--- src/rtl/memory_access_if.sv ---
// ---------------------------------------------------------------------------
// memory_access_if
// Data-memory bus between the memory stage (master) and the data memory
// (slave). A request is held stable from assertion until the edge on which
// mem_ack is sampled high.
//   mem_req    master -> slave  bus request
//   mem_we     master -> slave  1 = write
//   mem_addr   master -> slave  word-aligned byte address
//   mem_wdata  master -> slave  lane-replicated store data
//   mem_wstrb  master -> slave  byte enables (0 for reads)
//   mem_rdata  slave -> master  read data, valid with mem_ack
//   mem_ack    slave -> master  completes the current request
// ---------------------------------------------------------------------------
interface memory_access_if;
   logic        mem_req;
   logic        mem_we;
   logic [31:0] mem_addr;
   logic [31:0] mem_wdata;
   logic [3:0]  mem_wstrb;
   logic [31:0] mem_rdata;
   logic        mem_ack;

   modport master (
      output mem_req,
      output mem_we,
      output mem_addr,
      output mem_wdata,
      output mem_wstrb,
      input  mem_rdata,
      input  mem_ack
   );

   modport slave (
      input  mem_req,
      input  mem_we,
      input  mem_addr,
      input  mem_wdata,
      input  mem_wstrb,
      output mem_rdata,
      output mem_ack
   );
endinterface

--- src/rtl/memory_access.sv ---
// ---------------------------------------------------------------------------
// memory_access
// Memory stage sitting directly after execute. Non-memory instructions pass
// their result to writeback with one cycle of latency. Loads and stores are
// checked for a legal width code and natural alignment, then issued on the
// data-memory bus; execute is stalled (in_ready low) until the bus access
// completes or times out. All outputs are registered.
//   clk, reset   clock and asynchronous active-high reset
//   in_valid/in_ready, is_load, is_store, func3, result, store_data, dest_i
//                instruction from execute
//   mem          data-memory bus (master side)
//   wb_valid, wb_data, wb_dest
//                writeback result; wb_valid is a one-cycle pulse
//   fault        pulses with wb_valid for misaligned access / bad func3
//   bus_error    pulses with wb_valid when the bus does not answer in time
// ---------------------------------------------------------------------------
module memory_access #(
   parameter int TIMEOUT = 255
) (
   input  logic                   clk,
   input  logic                   reset,
   input  logic                   in_valid,
   output logic                   in_ready,
   input  logic                   is_load,
   input  logic                   is_store,
   input  logic [2:0]             func3,
   input  logic [31:0]            result,
   input  logic [31:0]            store_data,
   input  logic [4:0]             dest_i,
   memory_access_if.master        mem,
   output logic                   wb_valid,
   output logic [31:0]            wb_data,
   output logic [4:0]             wb_dest,
   output logic                   fault,
   output logic                   bus_error
);

   localparam logic [0:0] ST_IDLE = 1'b0;
   localparam logic [0:0] ST_WAIT = 1'b1;

   // Last counter value before the timeout fires: the request is then high
   // for exactly TIMEOUT cycles.
   localparam logic [15:0] CNT_LAST = 16'(TIMEOUT - 1);

   // ------------------------------------------------------------------
   // Helpers
   // ------------------------------------------------------------------

   // Width code / alignment legality for a load or store.
   function automatic logic access_legal(input logic        store,
                                         input logic [2:0]  f3,
                                         input logic [1:0]  off);
      logic ok;
      case (f3)
         3'b000:  ok = 1'b1;
         3'b001:  ok = (off[0] == 1'b0);
         3'b010:  ok = (off == 2'b00);
         3'b100:  ok = ~store;
         3'b101:  ok = ~store & (off[0] == 1'b0);
         default: ok = 1'b0;
      endcase
      return ok;
   endfunction

   // Byte enables for a store of the given width at the given offset.
   function automatic logic [3:0] store_strb(input logic [2:0] f3,
                                             input logic [1:0] off);
      logic [3:0] strb;
      case (f3)
         3'b000:  strb = 4'b0001 << off;
         3'b001:  strb = off[1] ? 4'b1100 : 4'b0011;
         3'b010:  strb = 4'b1111;
         default: strb = 4'b0000;
      endcase
      return strb;
   endfunction

   // Store data replicated across every lane it may land in.
   function automatic logic [31:0] store_lanes(input logic [2:0]  f3,
                                               input logic [31:0] sd);
      logic [31:0] wd;
      case (f3)
         3'b000:  wd = {4{sd[7:0]}};
         3'b001:  wd = {2{sd[15:0]}};
         default: wd = sd;
      endcase
      return wd;
   endfunction

   // Select the addressed byte/half of a read word and extend it.
   function automatic logic [31:0] load_extract(input logic [2:0]  f3,
                                                input logic [1:0]  off,
                                                input logic [31:0] rd);
      logic [7:0]  b;
      logic [15:0] h;
      logic [31:0] v;
      b = rd[{off, 3'b000} +: 8];
      h = off[1] ? rd[31:16] : rd[15:0];
      case (f3)
         3'b000:  v = {{24{b[7]}}, b};
         3'b001:  v = {{16{h[15]}}, h};
         3'b100:  v = {24'h000000, b};
         3'b101:  v = {16'h0000, h};
         default: v = rd;
      endcase
      return v;
   endfunction

   // ------------------------------------------------------------------
   // State
   // ------------------------------------------------------------------
   logic [0:0]  state_r;
   logic        in_ready_r;
   logic [15:0] cnt_r;
   logic [2:0]  f3_r;
   logic [1:0]  off_r;
   logic [4:0]  dest_r;
   logic        store_r;

   logic        mem_req_r;
   logic        mem_we_r;
   logic [31:0] mem_addr_r;
   logic [31:0] mem_wdata_r;
   logic [3:0]  mem_wstrb_r;

   logic        wb_valid_r;
   logic [31:0] wb_data_r;
   logic [4:0]  wb_dest_r;
   logic        fault_r;
   logic        bus_error_r;

   logic        mem_op_s;
   logic        legal_s;
   logic [3:0]  strb_s;
   logic [31:0] wdata_s;
   logic        accept_s;

   // Decode of the instruction currently offered by execute.
   always_comb begin
      mem_op_s = is_load | is_store;
      legal_s  = 1'b0;
      strb_s   = 4'b0000;
      wdata_s  = 32'h0000_0000;
      accept_s = in_valid & in_ready_r;
      if (mem_op_s) begin
         legal_s = access_legal(is_store, func3, result[1:0]);
      end else begin
         legal_s = 1'b0;
      end
      if (is_store) begin
         strb_s  = store_strb(func3, result[1:0]);
         wdata_s = store_lanes(func3, store_data);
      end else begin
         strb_s  = 4'b0000;
         wdata_s = 32'h0000_0000;
      end
   end

   // Stage FSM, bus request registers and writeback registers.
   always_ff @(posedge clk or posedge reset) begin
      if (reset) begin
         state_r     <= ST_IDLE;
         in_ready_r  <= 1'b1;
         cnt_r       <= 16'h0000;
         f3_r        <= 3'b000;
         off_r       <= 2'b00;
         dest_r      <= 5'd0;
         store_r     <= 1'b0;
         mem_req_r   <= 1'b0;
         mem_we_r    <= 1'b0;
         mem_addr_r  <= 32'h0000_0000;
         mem_wdata_r <= 32'h0000_0000;
         mem_wstrb_r <= 4'b0000;
         wb_valid_r  <= 1'b0;
         wb_data_r   <= 32'h0000_0000;
         wb_dest_r   <= 5'd0;
         fault_r     <= 1'b0;
         bus_error_r <= 1'b0;
      end else begin
         // Pulses default low; data/dest hold until the next pulse.
         wb_valid_r  <= 1'b0;
         fault_r     <= 1'b0;
         bus_error_r <= 1'b0;
         case (state_r)
            ST_IDLE: begin
               // Any mem_ack seen here belongs to an abandoned request.
               if (accept_s) begin
                  if (!mem_op_s) begin
                     wb_valid_r <= 1'b1;
                     wb_data_r  <= result;
                     wb_dest_r  <= dest_i;
                  end else if (!legal_s) begin
                     wb_valid_r <= 1'b1;
                     fault_r    <= 1'b1;
                     wb_data_r  <= result;
                     wb_dest_r  <= 5'd0;
                  end else begin
                     state_r     <= ST_WAIT;
                     in_ready_r  <= 1'b0;
                     cnt_r       <= 16'h0000;
                     f3_r        <= func3;
                     off_r       <= result[1:0];
                     store_r     <= is_store;
                     dest_r      <= is_store ? 5'd0 : dest_i;
                     mem_req_r   <= 1'b1;
                     mem_we_r    <= is_store;
                     mem_addr_r  <= {result[31:2], 2'b00};
                     mem_wdata_r <= wdata_s;
                     mem_wstrb_r <= strb_s;
                  end
               end
            end
            ST_WAIT: begin
               // Ack has priority over a timeout on the same edge.
               if (mem.mem_ack) begin
                  state_r     <= ST_IDLE;
                  in_ready_r  <= 1'b1;
                  cnt_r       <= 16'h0000;
                  mem_req_r   <= 1'b0;
                  mem_we_r    <= 1'b0;
                  mem_wstrb_r <= 4'b0000;
                  wb_valid_r  <= 1'b1;
                  wb_dest_r   <= dest_r;
                  wb_data_r   <= store_r ? 32'h0000_0000
                                         : load_extract(f3_r, off_r, mem.mem_rdata);
               end else if (cnt_r == CNT_LAST) begin
                  state_r     <= ST_IDLE;
                  in_ready_r  <= 1'b1;
                  cnt_r       <= 16'h0000;
                  mem_req_r   <= 1'b0;
                  mem_we_r    <= 1'b0;
                  mem_wstrb_r <= 4'b0000;
                  wb_valid_r  <= 1'b1;
                  bus_error_r <= 1'b1;
                  wb_dest_r   <= 5'd0;
                  wb_data_r   <= 32'h0000_0000;
               end else begin
                  cnt_r <= cnt_r + 16'h0001;
               end
            end
            default: begin
               state_r    <= ST_IDLE;
               in_ready_r <= 1'b1;
               mem_req_r  <= 1'b0;
               cnt_r      <= 16'h0000;
            end
         endcase
      end
   end

   assign in_ready      = in_ready_r;
   assign mem.mem_req   = mem_req_r;
   assign mem.mem_we    = mem_we_r;
   assign mem.mem_addr  = mem_addr_r;
   assign mem.mem_wdata = mem_wdata_r;
   assign mem.mem_wstrb = mem_wstrb_r;
   assign wb_valid      = wb_valid_r;
   assign wb_data       = wb_data_r;
   assign wb_dest       = wb_dest_r;
   assign fault         = fault_r;
   assign bus_error     = bus_error_r;

endmodule

--- src/flat_wrapper.sv ---
// flat-port wrapper written by rule: the top's interface ports become plain ports
module memory_access_flat 
#(
   parameter int TIMEOUT = 255
)
  (clk, reset, in_valid, in_ready, is_load, is_store, func3, result, store_data, dest_i, wb_valid, wb_data, wb_dest, fault, bus_error, mem_mem_req, mem_mem_we, mem_mem_addr, mem_mem_wdata, mem_mem_wstrb, mem_mem_rdata, mem_mem_ack);
  memory_access_if mem_i ();
  input  logic clk;
  input  logic reset;
  input  logic in_valid;
  output logic in_ready;
  input  logic is_load;
  input  logic is_store;
  input  logic [2:0] func3;
  input  logic [31:0] result;
  input  logic [31:0] store_data;
  input  logic [4:0] dest_i;
  output logic wb_valid;
  output logic [31:0] wb_data;
  output logic [4:0] wb_dest;
  output logic fault;
  output logic bus_error;
  output wire logic [$bits(mem_i.mem_req)-1:0] mem_mem_req;
  output wire logic [$bits(mem_i.mem_we)-1:0] mem_mem_we;
  output wire logic [$bits(mem_i.mem_addr)-1:0] mem_mem_addr;
  output wire logic [$bits(mem_i.mem_wdata)-1:0] mem_mem_wdata;
  output wire logic [$bits(mem_i.mem_wstrb)-1:0] mem_mem_wstrb;
  input wire logic [$bits(mem_i.mem_rdata)-1:0] mem_mem_rdata;
  input wire logic [$bits(mem_i.mem_ack)-1:0] mem_mem_ack;
  assign mem_mem_req = mem_i.mem_req;
  assign mem_mem_we = mem_i.mem_we;
  assign mem_mem_addr = mem_i.mem_addr;
  assign mem_mem_wdata = mem_i.mem_wdata;
  assign mem_mem_wstrb = mem_i.mem_wstrb;
  assign mem_i.mem_rdata = mem_mem_rdata;
  assign mem_i.mem_ack = mem_mem_ack;
  memory_access #(.TIMEOUT(TIMEOUT)) u_core (.clk(clk), .reset(reset), .in_valid(in_valid), .in_ready(in_ready), .is_load(is_load), .is_store(is_store), .func3(func3), .result(result), .store_data(store_data), .dest_i(dest_i), .mem(mem_i), .wb_valid(wb_valid), .wb_data(wb_data), .wb_dest(wb_dest), .fault(fault), .bus_error(bus_error));
endmodule
--- config.mk ---
export PLATFORM = sky130hd
export DESIGN_NAME = memory_access_flat
export DESIGN_NICKNAME = d
export VERILOG_FILES = /design/src/rtl/memory_access_if.sv /design/src/rtl/memory_access.sv /design/src/flat_wrapper.sv
export SDC_FILE = /design/constraint.sdc
export NUM_CORES = 1
export LEC_CHECK = 0
export BUFFER_PORTS_ARGS = -buffer_cell sky130_fd_sc_hd__buf_2
export CAP_MARGIN = 25
export CORE_MARGIN = 2
export CORE_UTILIZATION = 55
export DETAILED_ROUTE_END_ITERATION = 12
export PLACE_DENSITY = 0.87
export REMOVE_ABC_BUFFERS = 1
export SLEW_MARGIN = 25
export SYNTH_ARGS = -nofsm -noshare
export SYNTH_HDL_FRONTEND = slang
export SYNTH_SLANG_ARGS = --single-unit
--- constraint.sdc ---
create_clock -name clk -period 5.7 [get_ports clk]
set_input_delay 0 -clock clk [delete_from_list [all_inputs] [get_ports clk]]
set_output_delay 0 -clock clk [all_outputs]
set_load 0.05 [all_outputs]
* Yosys cells after proc, flatten, opt, wreduce, memory -nomap -nowiden
Cells that the tools add are included.
Cells by class: equality and inequality tests 13, shift-type cells 2, $add $sub $neg 1, bitwise gates (word level) 6, reduce and logical (&&, ||, !) cells 7, multiplexer cells 68
Operator list (count):
- $mux 32 | 7
- $pmux 32 s2 | 2
- $pmux 32 s4 | 1
- $mux 16 | 6
- $pmux 16 s2 | 1
- $shiftx 32x6->8 | 1
- $mux 5 | 6
- $mux 1 | 29
- $mux 4 | 7
- $add 16x1->16 const B | 1
- $eq 16x8->1 const B | 1
- $eq 3x3->1 const B | 4
- $pmux 4 s3 | 1
- $pmux 1 s2 | 5
- $pmux 5 s2 | 1
- $pmux 4 s2 | 1
- $reduce_and 4->1 | 2
- $eq 3x1->1 const B | 2
- $logic_not 3->1 | 2
- $ne 2x1->1 const B | 3
- $ne 3x3->1 const B | 2
- $reduce_and 3->1 | 2
- $pmux 1 s5 | 1
- $shl 1x2->4 const A | 1
- 5 further kinds | 8
Storage, ports and cells: bits of input ports 110, output and inout bits 111, logic and storage cells 114, flip-flop bits (word level) 137

* Longest topological paths before layout
depth after elaboration 8, depth in mapped cells 9, gate-level depth less buffers 6

* Worst setup path before layout
OpenSTA, ideal clock, no wires.
path kind register to register, from register u_core.in_ready_r, in the netlist u_core.in_ready, to register u_core.wb_data_r[0], in the netlist u_core.wb_data[0], period minus slack after synthesis 2.094 ns, slack 3.606 ns, data required time 5.575 ns, path buffers 2, data arrival time 1.969 ns, cell stages (with the launch flop) 8, library setup time 0.125 ns, cell sequence dfstp_2 > nand2_1 > nor2_1 > a21boi_4 > or2_1 > buf_6 > buf_6 > mux2_4
Between the ends: cells in the longest elaborated chain, start to end 3
RTL lines:
- start, declared | line memory_access.sv:113 | logic in_ready_r;
- start signal, assigned | line memory_access.sv:163 | in_ready_r <= 1'b1;
- start signal, assigned | line memory_access.sv:199 | in_ready_r <= 1'b0;
- start signal, assigned | line memory_access.sv:217 | in_ready_r <= 1'b1;
- $and 1x1->1 | line memory_access.sv:144 | accept_s = in_valid & in_ready_r;
- $ne 2x1->1 (no line)
- $reduce_and 3->1 (no line)
- end signal, assigned | line memory_access.sv:190 | wb_data_r <= result;
- end signal, assigned | line memory_access.sv:195 | wb_data_r <= result;
- end signal, assigned | line memory_access.sv:224 | wb_data_r <= store_r ? 32'h0000_0000
- end, declared | line memory_access.sv:127 | logic [31:0] wb_data_r;
Every way passes these cells. A chain may end at the register's enable or synchronous reset.

* Final worst setup path
from register u_core.state_r, to register u_core.wb_data_r[11], in the netlist u_core.wb_data[11]
Between the ends: cells in the longest elaborated chain, start to end 3, elaborated cells between the ends (all ways) 6, classes of those cells eq/ne (3); mux (1); bitwise (1); reduce/logical (1)
RTL lines:
- start, declared | line memory_access.sv:112 | logic [0:0] state_r;
- start signal, assigned | line memory_access.sv:162 | state_r <= ST_IDLE;
- start signal, assigned | line memory_access.sv:198 | state_r <= ST_WAIT;
- start signal, assigned | line memory_access.sv:216 | state_r <= ST_IDLE;
- $not 1->1 (no line)
- $ne 3x3->1 (no line) or $ne 2x1->1 (tied branches)
- $reduce_and 3->1 (no line)
Parallel ways exist; a longest one is shown, timed or not.

==> qor.csv <==
metric,value,unit
"critical path fanouts, max",41,
power per standard cell area,605,nW/um^2
Max-slew headroom,31.4,%
Core ar.,12100,um^2
IO Count,221,
maximum vdd drop,416,uV
pre-CTS setup slack,2450,ps
"most common cell after layout, fill and taps aside",buf_2,
clock sinks,137,
Slew Limit Fails,0,
setup_tns,0,ps
share of layout cells above drive strength 1,34.2,%
TritonCTS buffer count,17,
post-CTS sizing,0,
top_reg_cell synth,dfrtp_1,
crit-path cells,buf_4 -> nand2_1 -> o31ai_4 -> buf_4 -> or2_1 -> buf_4 -> mux2_2,
Max Clk Rate,0.293,GHz
Yosys Warn Count,0,
drt pass-1 iters,5,
clk_lat worst skew,430,ps
status,"complete, no violations",
Layout area overhead,38.2,%
critical setup path kind,reg -> reg,
Hold Crit Class,in -> reg,
WL per Instance,20.3,um
unique cell type count in the Yosys netlist,53,
largest net degree at the start of global routing,98,
# port buffers,218,
critical path launch point type,register,
all-layer global routing usage,34.7,%
Post-Route WL,23.2,mm
final worst clock skew,15.7,ps
remaining antenna violation count,0,
Worst path top cell family by delay,buffers and inverters,
fill cell count,705,
critical path buffer and inverter count,3,
"Seq/Total Area, Yosys",50.1,%
vias per inst,6.06,
Syn Inst Count,678,
# DRC,0,
initial DRC count,684,
hold-critical path depth,4,
vias in the first global route,6948,
setup-violating endpoint count in the final report,0,
cell area after synthesis,6850,um^2
most frequent cells in the layout,"buf_2, dfrtp_1, nand2_1, dlygate4sd3_1, o21ai_0",
number of synthesized flops with an enable pin,0,
R2R depth,7,
first-pass GRT wire length,35.9,mm
Post-DP HPWL,13.3,mm
"Hold-fix buffers, CTS",86,
endpoint type of the worst setup path,register,
# H-tree levels,4,
Nets,1073,
final hold vios,0,
Rows,40,
Die Y,116,um
RSZ-0062 raised after global routing,no,
Yosys reg bits,137,
critical path's largest stage delay,850,ps
number of cells on the critical path,7,
clk slew on worst S/H paths,60,ps
Die Span X,116,um
root buf cell,clkbuf_16,
"Max stage delay cell, worst path",dfrtp_2,
critical path arrival,3710,ps
Max Buffers Root-to-Sink,2,
die area,13400,um^2
vias after detailed routing,6933,
crit path time final,3410,ps
Async SR Flop Fraction,100,%
worst-margin pin slew,1030,ps
Mapped Avg Cell Area,10.1,um^2
initial antenna violation count,1,
CTS tree,done,
# Post-CTS Setup Buffers,0,
RePlAce Congestion,0.926,
Leakage,4.50,nW
worst setup margin,2290,ps
Overflow after GRT,0,
"Req. time, crit path",6000,ps
total of max-cap violations,0,
Final period util,59.9,%
Starting Density,56.8,%
cell repeated most along the worst path,buf_4,
tightest hold or removal path: stages:
cell     delay (ps)
buf_2            70
mux2_2          140
nand2_1          50
o21ai_0         140
path summary, 6_finish.rpt:
| path | slack [ps] | end | start |
|---|---|---|---|
| worst max-delay path | 2290 | u_core.wb_data[11]$_DFFE_PP0P_ | u_core.state_r$_DFF_PP0_ |
| worst min-delay path | 10 | u_core.mem.mem_wdata[22]$_DFFE_PP0P_ | store_data[22] |
| worst max register to register | 2290 | u_core.wb_data[11]$_DFFE_PP0P_ | u_core.state_r$_DFF_PP0_ |
| worst min register to register | 480 | u_core.mem.mem_wdata[28]$_DFFE_PP0P_ | u_core.mem.mem_wdata[28]$_DFFE_PP0P_ |
| max in group asynchronous | 4120 | u_core.state_r$_DFF_PP0_ | reset |
| min in group asynchronous | 230 | u_core.mem.mem_addr[11]$_DFFE_PP0P_ | reset |
kinds of logic after synthesis:
family	synth area share, %
AOI/OAI and AO/OA	15.3
xor gates and xnor gates	1.41
adders and majority gates	0.365
buffers and inverters	4.25
DFF	50.1
muxes	14.0
other	0.0547
and+or+nand+nor	14.6
stage by stage:
stage	area, um^2	hold slack (ps)	std cells	util [%]	power (mW)
2_1_floorplan	6620	133	630	-	3.75
3_3_place_gp	8010	148	1023	66.4	4.42
3_5_place_dp	8010	154	1023	66.4	4.48
4_1_cts	9450	3.22	1141	78.4	5.62
5_1_grt	9460	20.5	1143	78.5	5.94
6_report	9470	12.3	1145	78.5	5.73
synth_stat cells (all sizes together) (11+ instances only):
cell type  count  area (um^2)
a21oi         17         85.1
a31oi         25          156
buf           14          100
clkbuf        35          131
dfrtp        136         3400
inv           16         60.1
mux2          61          694
mux2i         24          240
nand2         98          375
nor2          25         93.8
nor2b         25          156
nor3          19         95.1
o21ai         70          350
o221ai        15          131
xor2          11         96.3
metal layers:
metal | share of wire, % | GRT usage, %
met5 | 0 | 0
met4 | 4.7 | 18.9
met3 | 8.9 | 8.47
met2 | 50 | 57.3
met1 | 37 | 42.3
flip-flops by register name, summed over array words and instances (netlist names):
| register | cells |
|---|---|
| u_core.mem.mem_addr | 30 |
| u_core.mem.mem_wstrb | 4 |
| u_core.wb_data | 32 |
| u_core.in_ready | 1 |
| u_core.wb_dest | 5 |
| u_core.cnt_r | 16 |
| u_core.store_r | 1 |
| u_core.state_r | 1 |
| u_core.mem.mem_we | 1 |
| u_core.fault | 1 |
| u_core.mem.mem_req | 1 |
| u_core.bus_error | 1 |
| u_core.wb_valid | 1 |
| u_core.f3_r | 3 |
| u_core.mem.mem_wdata | 32 |
| u_core.off_r | 2 |
| u_core.dest_r | 5 |
power by group:
part | internal [mW] | switching, mW
registers | 1.39 | 0.339
logic | 0.796 | 2.11
clock network | 0.639 | 0.448
cell type report:
cell class / instances / area, um^2 / share of cell area, %
clock buffers: 20 / 467 / 4.93
clock inverters: 12 / 114 / 1.20
multi-input cells: 477 / 3160 / 33.4
well taps: 168 / 210 / 2.22
repair buffers: 312 / 2010 / 21.3
inverters: 16 / 65.1 / 0.687
flip-flops and latches: 137 / 3430 / 36.2
diodes: 3 / 7.51 / 0.0793
Power figures use the tool's default switching activity.
